`src/rtl/arbitro_enrutamiento_wrr.sv`:
```
// arbitro_enrutamiento_wrr: weighted round-robin VC arbiter that routes popped heads into destination FIFOs
// Define ARB_GLOBAL_PAUSE_EN to stall every grant whenever any destination is paused.
module arbitro_enrutamiento_wrr #(
  parameter int DATA_W = 6,
  parameter int NUM_VC = 2,
  parameter int NUM_DEST = 2,
  parameter int WEIGHT_W = 3
) (
  input  logic                        clk,
  input  logic                        reset,
  input  logic [NUM_VC*DATA_W-1:0]    vc_data,
  input  logic [NUM_VC-1:0]           vc_empty,
  input  logic [NUM_VC*WEIGHT_W-1:0]  vc_weight,
  input  logic [NUM_DEST-1:0]         dest_pause,
  output logic [NUM_VC-1:0]           vc_pop,
  output logic [NUM_DEST*DATA_W-1:0]  dest_data,
  output logic [NUM_DEST-1:0]         dest_push,
  output logic                        idle
);
  localparam int SEL_W = $clog2(NUM_DEST);
  localparam int PTR_W = $clog2(NUM_VC);
  logic [PTR_W-1:0] ptr, g, ix, ptr_next;
  logic [WEIGHT_W-1:0] credit, w_g, cur, rem;
  logic [SEL_W-1:0] route [NUM_VC];
  logic [SEL_W-1:0] route_g;
  logic [DATA_W-1:0] data_g;
  logic [NUM_VC-1:0] elig;
  logic found;
  int idx;
  always_comb begin
    for (int i = 0; i < NUM_VC; i++) begin
      route[i] = vc_data[i*DATA_W+DATA_W-1 -: SEL_W];
      if ({1'b0, route[i]} >= (SEL_W+1)'(NUM_DEST)) route[i] = SEL_W'(NUM_DEST-1);
`ifdef ARB_GLOBAL_PAUSE_EN
      elig[i] = !vc_empty[i] && !dest_pause[route[i]] && !(|dest_pause);
`else
      elig[i] = !vc_empty[i] && !dest_pause[route[i]];
`endif
    end
    found = 1'b0;
    g = '0;
    idx = 0;
    ix = '0;
    for (int k = 0; k < NUM_VC; k++) begin
      idx = int'(ptr) + k;
      if (idx >= NUM_VC) idx = idx - NUM_VC;
      ix = PTR_W'(idx);
      if (!found && elig[ix]) begin
        found = 1'b1;
        g = ix;
      end
    end
    data_g = '0;
    route_g = '0;
    w_g = '0;
    for (int i = 0; i < NUM_VC; i++)
      if (g == PTR_W'(i)) begin
        data_g = vc_data[i*DATA_W +: DATA_W];
        route_g = route[i];
        w_g = vc_weight[i*WEIGHT_W +: WEIGHT_W];
      end
    // a credit only survives while the grant stays on ptr; any skip starts a fresh turn
    cur = (g == ptr && credit != '0) ? credit : (w_g == '0 ? WEIGHT_W'(1) : w_g);
    rem = cur - WEIGHT_W'(1);
    ptr_next = rem != '0 ? g : (g == PTR_W'(NUM_VC-1) ? '0 : g + PTR_W'(1));
  end
  assign vc_pop = (found && !reset) ? NUM_VC'(1) << g : '0;
  always_ff @(posedge clk or posedge reset)
    if (reset) begin
      ptr <= '0;
      credit <= '0;
      dest_push <= '0;
      dest_data <= '0;
      idle <= 1'b1;
    end else begin
      if (found) begin
        ptr <= ptr_next;
        credit <= rem;
      end
      idle <= &vc_empty && !(|dest_push);
      for (int d = 0; d < NUM_DEST; d++) begin
        dest_push[d] <= found && route_g == SEL_W'(d);
        if (found && route_g == SEL_W'(d)) dest_data[d*DATA_W +: DATA_W] <= data_g;
      end
    end
endmodule

```
`config.mk`:
```
export PLATFORM = sky130hd
export DESIGN_NAME = arbitro_enrutamiento_wrr
export DESIGN_NICKNAME = d
export VERILOG_FILES = /design/src/rtl/arbitro_enrutamiento_wrr.sv
export SDC_FILE = /design/constraint.sdc
export NUM_CORES = 1
export LEC_CHECK = 0
export ABC_CLOCK_PERIOD_IN_PS = 6400
export CORE_MARGIN = 2
export CORE_UTILIZATION = 45
export DETAILED_ROUTE_END_ITERATION = 7
export PLACE_DENSITY = 0.81
export SLEW_MARGIN = 10
export SYNTH_ARGS = -nofsm -noshare
export SYNTH_HDL_FRONTEND = slang
export SYNTH_SLANG_ARGS = --single-unit
```
`constraint.sdc`:
```
create_clock -name clk -period 6.4 [get_ports clk]
set_input_delay 0.64 -clock clk [delete_from_list [all_inputs] [get_ports clk]]
set_output_delay 0.64 -clock clk [all_outputs]
set_load 0.01 [all_outputs]
```
== Word level (Yosys, flattened, before mapping) ==
Index checks and enable logic that the tools add are counted.
W data, S select, Z words.

* Add/subtract/negate cells: 5
* Order comparisons: 6
* Eq/ne operators: 1
* Shifts and indexed selects: 1
* Muxes and demuxes: 22
* Bitwise gates (word level): 1
* Reductions and logical operators: 20

{| class="wikitable"
|+ Operator list
! cell !! count
|-
| $mux W1 || 17
|-
| $mux W3 || 3
|-
| $logic_and A1 B1 Y1 || 8
|-
| $lt A1 B2 Y1 const B || 4
|-
| $logic_not A1 Y1 || 7
|-
| $mux W6 || 1
|-
| $reduce_bool A3 Y1 || 2
|-
| $logic_not A3 Y1 || 1
|-
| $sub A3 B1 Y3 const B || 1
|-
| $add A1 B1 Y2 const B || 1
|-
| $ge A1 B2 Y1 const B || 1
|-
| $ge A2 B2 Y1 const B || 1
|-
| $mux W2 || 1
|-
| $reduce_and A2 Y1 || 1
|-
| $reduce_or A2 Y1 || 1
|-
| $shl A1 B1 Y2 const A || 1
|-
| $sub A1 B1 Y1 const B || 2
|-
| $add A1 B1 Y1 const B || 1
|-
| $eq A1 B1 Y1 || 1
|-
| $not A1 Y1 || 1
|}

* Flip-flop bits (word level): 19
* Input port bits: 24

== Logic depth before layout (Yosys ltp) ==
* Word-level depth: 17
* Gate-level depth with buffers: 13

== Worst setup path before layout ==
No wires, ideal clock.

* Path kind: input to register
* Start: in vc_data[5]
* End: reg ptr
* Library setup time: 0.069 ns
* Arrival time: 2.713 ns
* Slack: 3.618 ns
* Stages on the path: 13
* Buffers on the path: 1
* Cells stage by stage: a21o_1 > or2_4 > o21ai_4 > buf_6 > mux2i_1 > nor2_1 > a21oi_1 > ha_1 > nand2b_1 > a211oi_1 > nor2_1 > a211o_1 > nand3_1

* Cells in the longest elaborated chain, start to end: 17
* Elaborated cells on any way between the ends: 25
* Those cells by class: add/sub: 2; eq/ne: 1; mux: 15; reduce/logical: 7

{| class="wikitable"
|+ RTL lines
! what !! RTL line !! RTL
|-
| start, declared || 11 || <nowiki>input logic [NUM_VC*DATA_W-1:0] vc_data,</nowiki>
|-
| $mux W1 (not written as such) (*) (2 in a row) || 37 || <nowiki>elig[i] = !vc_empty[i] && !dest_pause[route[i]];</nowiki>
|-
| $logic_not A1 Y1 (*) || 37 ||
|-
| $logic_and A1 B1 Y1 (*) || 37 ||
|-
| $mux W1 (not written as such) (2 in a row) || 48 || <nowiki>if (!found && elig[ix]) begin</nowiki>
|-
| $mux W1 || 48 ||
|-
| $logic_not A1 Y1 || 48 ||
|-
| $logic_and A1 B1 Y1 || 48 ||
|-
| $mux W1 || 48 ||
|-
| $mux W3 || 57 || <nowiki>if (g == PTR_W'(i)) begin</nowiki>
|-
| $logic_not A3 Y1 || 63 || <nowiki>cur = (g == ptr && credit != '0) ? credit : (w_g == '0 ? WEIGHT_W'(1) : w_g);</nowiki>
|-
| $mux W3 (2 in a row) || 63 ||
|-
| $sub A3 B1 Y3 || 64 || <nowiki>rem = cur - WEIGHT_W'(1);</nowiki>
|-
| $reduce_bool A3 Y1 || 65 || <nowiki>ptr_next = rem != '0 ? g : (g == PTR_W'(NUM_VC-1) ? '0 : g + PTR_W'(1));</nowiki>
|-
| $mux W1 || 65 ||
|-
| end signal, assigned || 77 || <nowiki>ptr <= ptr_next;</nowiki>
|-
| end, declared || 22 || <nowiki>logic [PTR_W-1:0] ptr, g, ix, ptr_next;</nowiki>
|}

Every way passes the cells marked *; elsewhere a longest branch is shown, timed or not. The select of a mux whose other input is x is not followed.
A chain may end at the register's enable or synchronous reset.

== Worst setup path after layout ==
Ends and elaborated chain as after synthesis.

==> qor.txt <==
Status: finished, final reports clean
WP data arrival: 3.57 ns
Yosys cell types: 38
# diodes: 0
Placed cells: 182
Min-delay src: dest_push[0]
CTS tree: built
DR WL/cell: 13.3 um
Clk buf depth: 2
Max Clock Freq: 0.300 GHz
Top_reg_cell synth: dfrtp_1
ANT nets after route: 0
Post-synthesis sequential area ratio: 42.6%
Grt total ovfl: 0
GRT Overall Usage: 18.1%
Syn Nets: 140
Critical path endpoint category: register
Min-Delay Path Depth: 1
Detailed Routing Iterations Pass 1: 4
Reg clk slew, reported paths: 0.11 ns
Number of port buffers: 40
Asr flop ratio synth: 100%
Routed wire length: 2480 um
CP Class: in -> reg
Ports: 41
Hold worst-path end: idle
Setup TNS: 0 ns
Worst Path Max Fanout: 12
Slew headroom: 35.9%
Final setup viols: 0
Final min period: 3.34 ns
Root buf cell: clkbuf_4
Max Cap Viol: 0
R2R depth: 10
Setup bufs post-CTS: 0
Critical path required time: 6.63 ns
Post-Synthesis Cells: 114
Post_cts resized: 0
Lkg Pwr: 0.684 nW
EDFF count, synth: 0
GPL Wtd Cong: 0.751
Startpoint Class: primary input
Syn Area/Cell: 9.81 sq um
Final worst-path cycle share: 52.1%
FP Rows: 18
R2R Path End: ptr
Worst Tran Pin Value: 0.961 ns
Worst r2r src: ptr
Slew Limit Fails: 0
First-pass GRT wire length: 3910 um
Final cell count without fillers: 186
Die area: 0.00290 sq mm
Hold Path Class: reg -> reg
#FFs+latches synth: 19
Die H: 53.9 um
Most common cell after layout, fill and taps aside: clkdlybuf4s50_1
Power density cells: 304 mW/mm^2
Cell Area, Synth: 0.00112 sq mm
Pin count of the biggest net entering global routing: 20
Die width: 53.9 um
Clk_lat worst skew: 0.29 ns
Layout area overhead: 39.9%
# H-tree levels: 1
Vias in the first global route: 924
Final Core Density: 65.0%
Synth warn: 0
DR vias: 965
Clock sinks: 19
Clock Skew: 0.00573 ns
Most frequent cells in the layout: 40 x clkdlybuf4s50_1, 18 x dfrtp_1, 16 x nor2_1, 11 x a21oi_1, 8 x mux2i_1
Nets: 183
Iteration-0 DRC Markers: 9
Via density: 5.19
Maximum vdd drop: 0.000216 V
RSZ-0062 raised after global routing: false
Dpl hpwl: 1990 um
# hold bufs at CTS: 0
Total core area: 0.00241 sq mm
Initial core utilization: 46.4%
Layout cells sized above 1: 11.5%
Initial antenna violation count: 0
R2r setup slk: 3.85 ns
Count of final hold-check violations: 0
Residual DRC: 0
Total CTS buffers: 3
-- state kept, by name, summed over array words and instances, names as in the netlist --
register   flops
dest_data     12
ptr            1
dest_push      2
idle           1
credit         3
-- metal layers --
layer	vias to the layer above	wire length, um	global-route usage (%)
li1	479	-	-
met1	451	1090	23.8
met2	33	1240	31.5
met3	2	138	2.50
met4	0	14	3.85
met5	-	0	0
-- where the power goes --
| group | internal (mW) | switching (mW) | total [mW] |
|---|---|---|---|
| Sequential | 0.153 | 0.0284 | 0.181 |
| Combinational | 0.128 | 0.108 | 0.236 |
| Clock | 0.0232 | 0.0355 | 0.0588 |
| Total | 0.304 | 0.172 | 0.476 |
-- critical path: stages --
cell and delay, ns:
clkdlybuf4s50_1 0.46, a21o_1 0.23, or2_4 0.28, o21ai_4 0.40
mux2i_1 0.24, nor2_1 0.05, a21oi_1 0.17, ha_1 0.33
nand2b_1 0.09, a211oi_1 0.23, nor2_1 0.09, a211o_1 0.25
nand3_1 0.09
-- cells in the mapped netlist (2+ instances only) --
library cell / count / share of area [%]
nor2_1: 16 / 5.4
mux2_2: 3 / 3.0
dfrtp_1: 18 / 40
a21oi_1: 11 / 4.9
nand2_1: 4 / 1.3
mux2i_1: 8 / 7.2
nand2b_1: 6 / 3.4
inv_1: 6 / 2.0
ha_1: 2 / 2.2
nand3_1: 2 / 0.89
nor2b_1: 6 / 3.4
a21o_1: 3 / 2.0
nor3_1: 4 / 1.8
-- cell families after synthesis --
group	count (synthesis)	synth area share [%]
AO/OA/AOI/OAI	30	19.8
flip-flops	19	42.6
AND/OR/NAND/NOR	42	19.4
adder cells (fa/ha/maj)	2	2.24
XOR/XNOR	1	0.783
multiplexers	12	11.5
buffers and inverters	8	3.69
-- layout make-up --
class / instances / area [sq um]
inverters: 6 / 22.5
repair buffers: 40 / 400
well taps: 30 / 37.5
flip-flops and latches: 19 / 477
clock inverters: 1 / 5.00
multi-input cells: 87 / 601
fillers: 206 / 845
clock buffers: 3 / 22.5
-- worst max path at each step --
stage | from | end | slack, ns
global placement | vc_data[5] | ptr | 2.91
global route | vc_data[5] | ptr | 2.85
floorplan | vc_data[5] | ptr | 3.62
detailed placement | vc_data[5] | ptr | 2.76
CTS | vc_data[5] | ptr | 3.07
finish | vc_data[5] | ptr | 3.06
-- per-stage QoR --
step / area, sq um / worst slack, ns / power [mW] / hold WS [ns]
2_1_floorplan: 1120 / 3.62 / 0.332 / 0.437
3_5_place_dp: 1540 / 2.76 / 0.420 / 0.402
5_1_grt: 1570 / 2.85 / 0.512 / 0.413
4_1_cts: 1570 / 3.07 / 0.478 / 0.411
3_3_place_gp: 1540 / 2.91 / 0.410 / 0.387
6_report: 1570 / 3.06 / 0.476 / 0.404
Power figures use the tool's default switching activity.
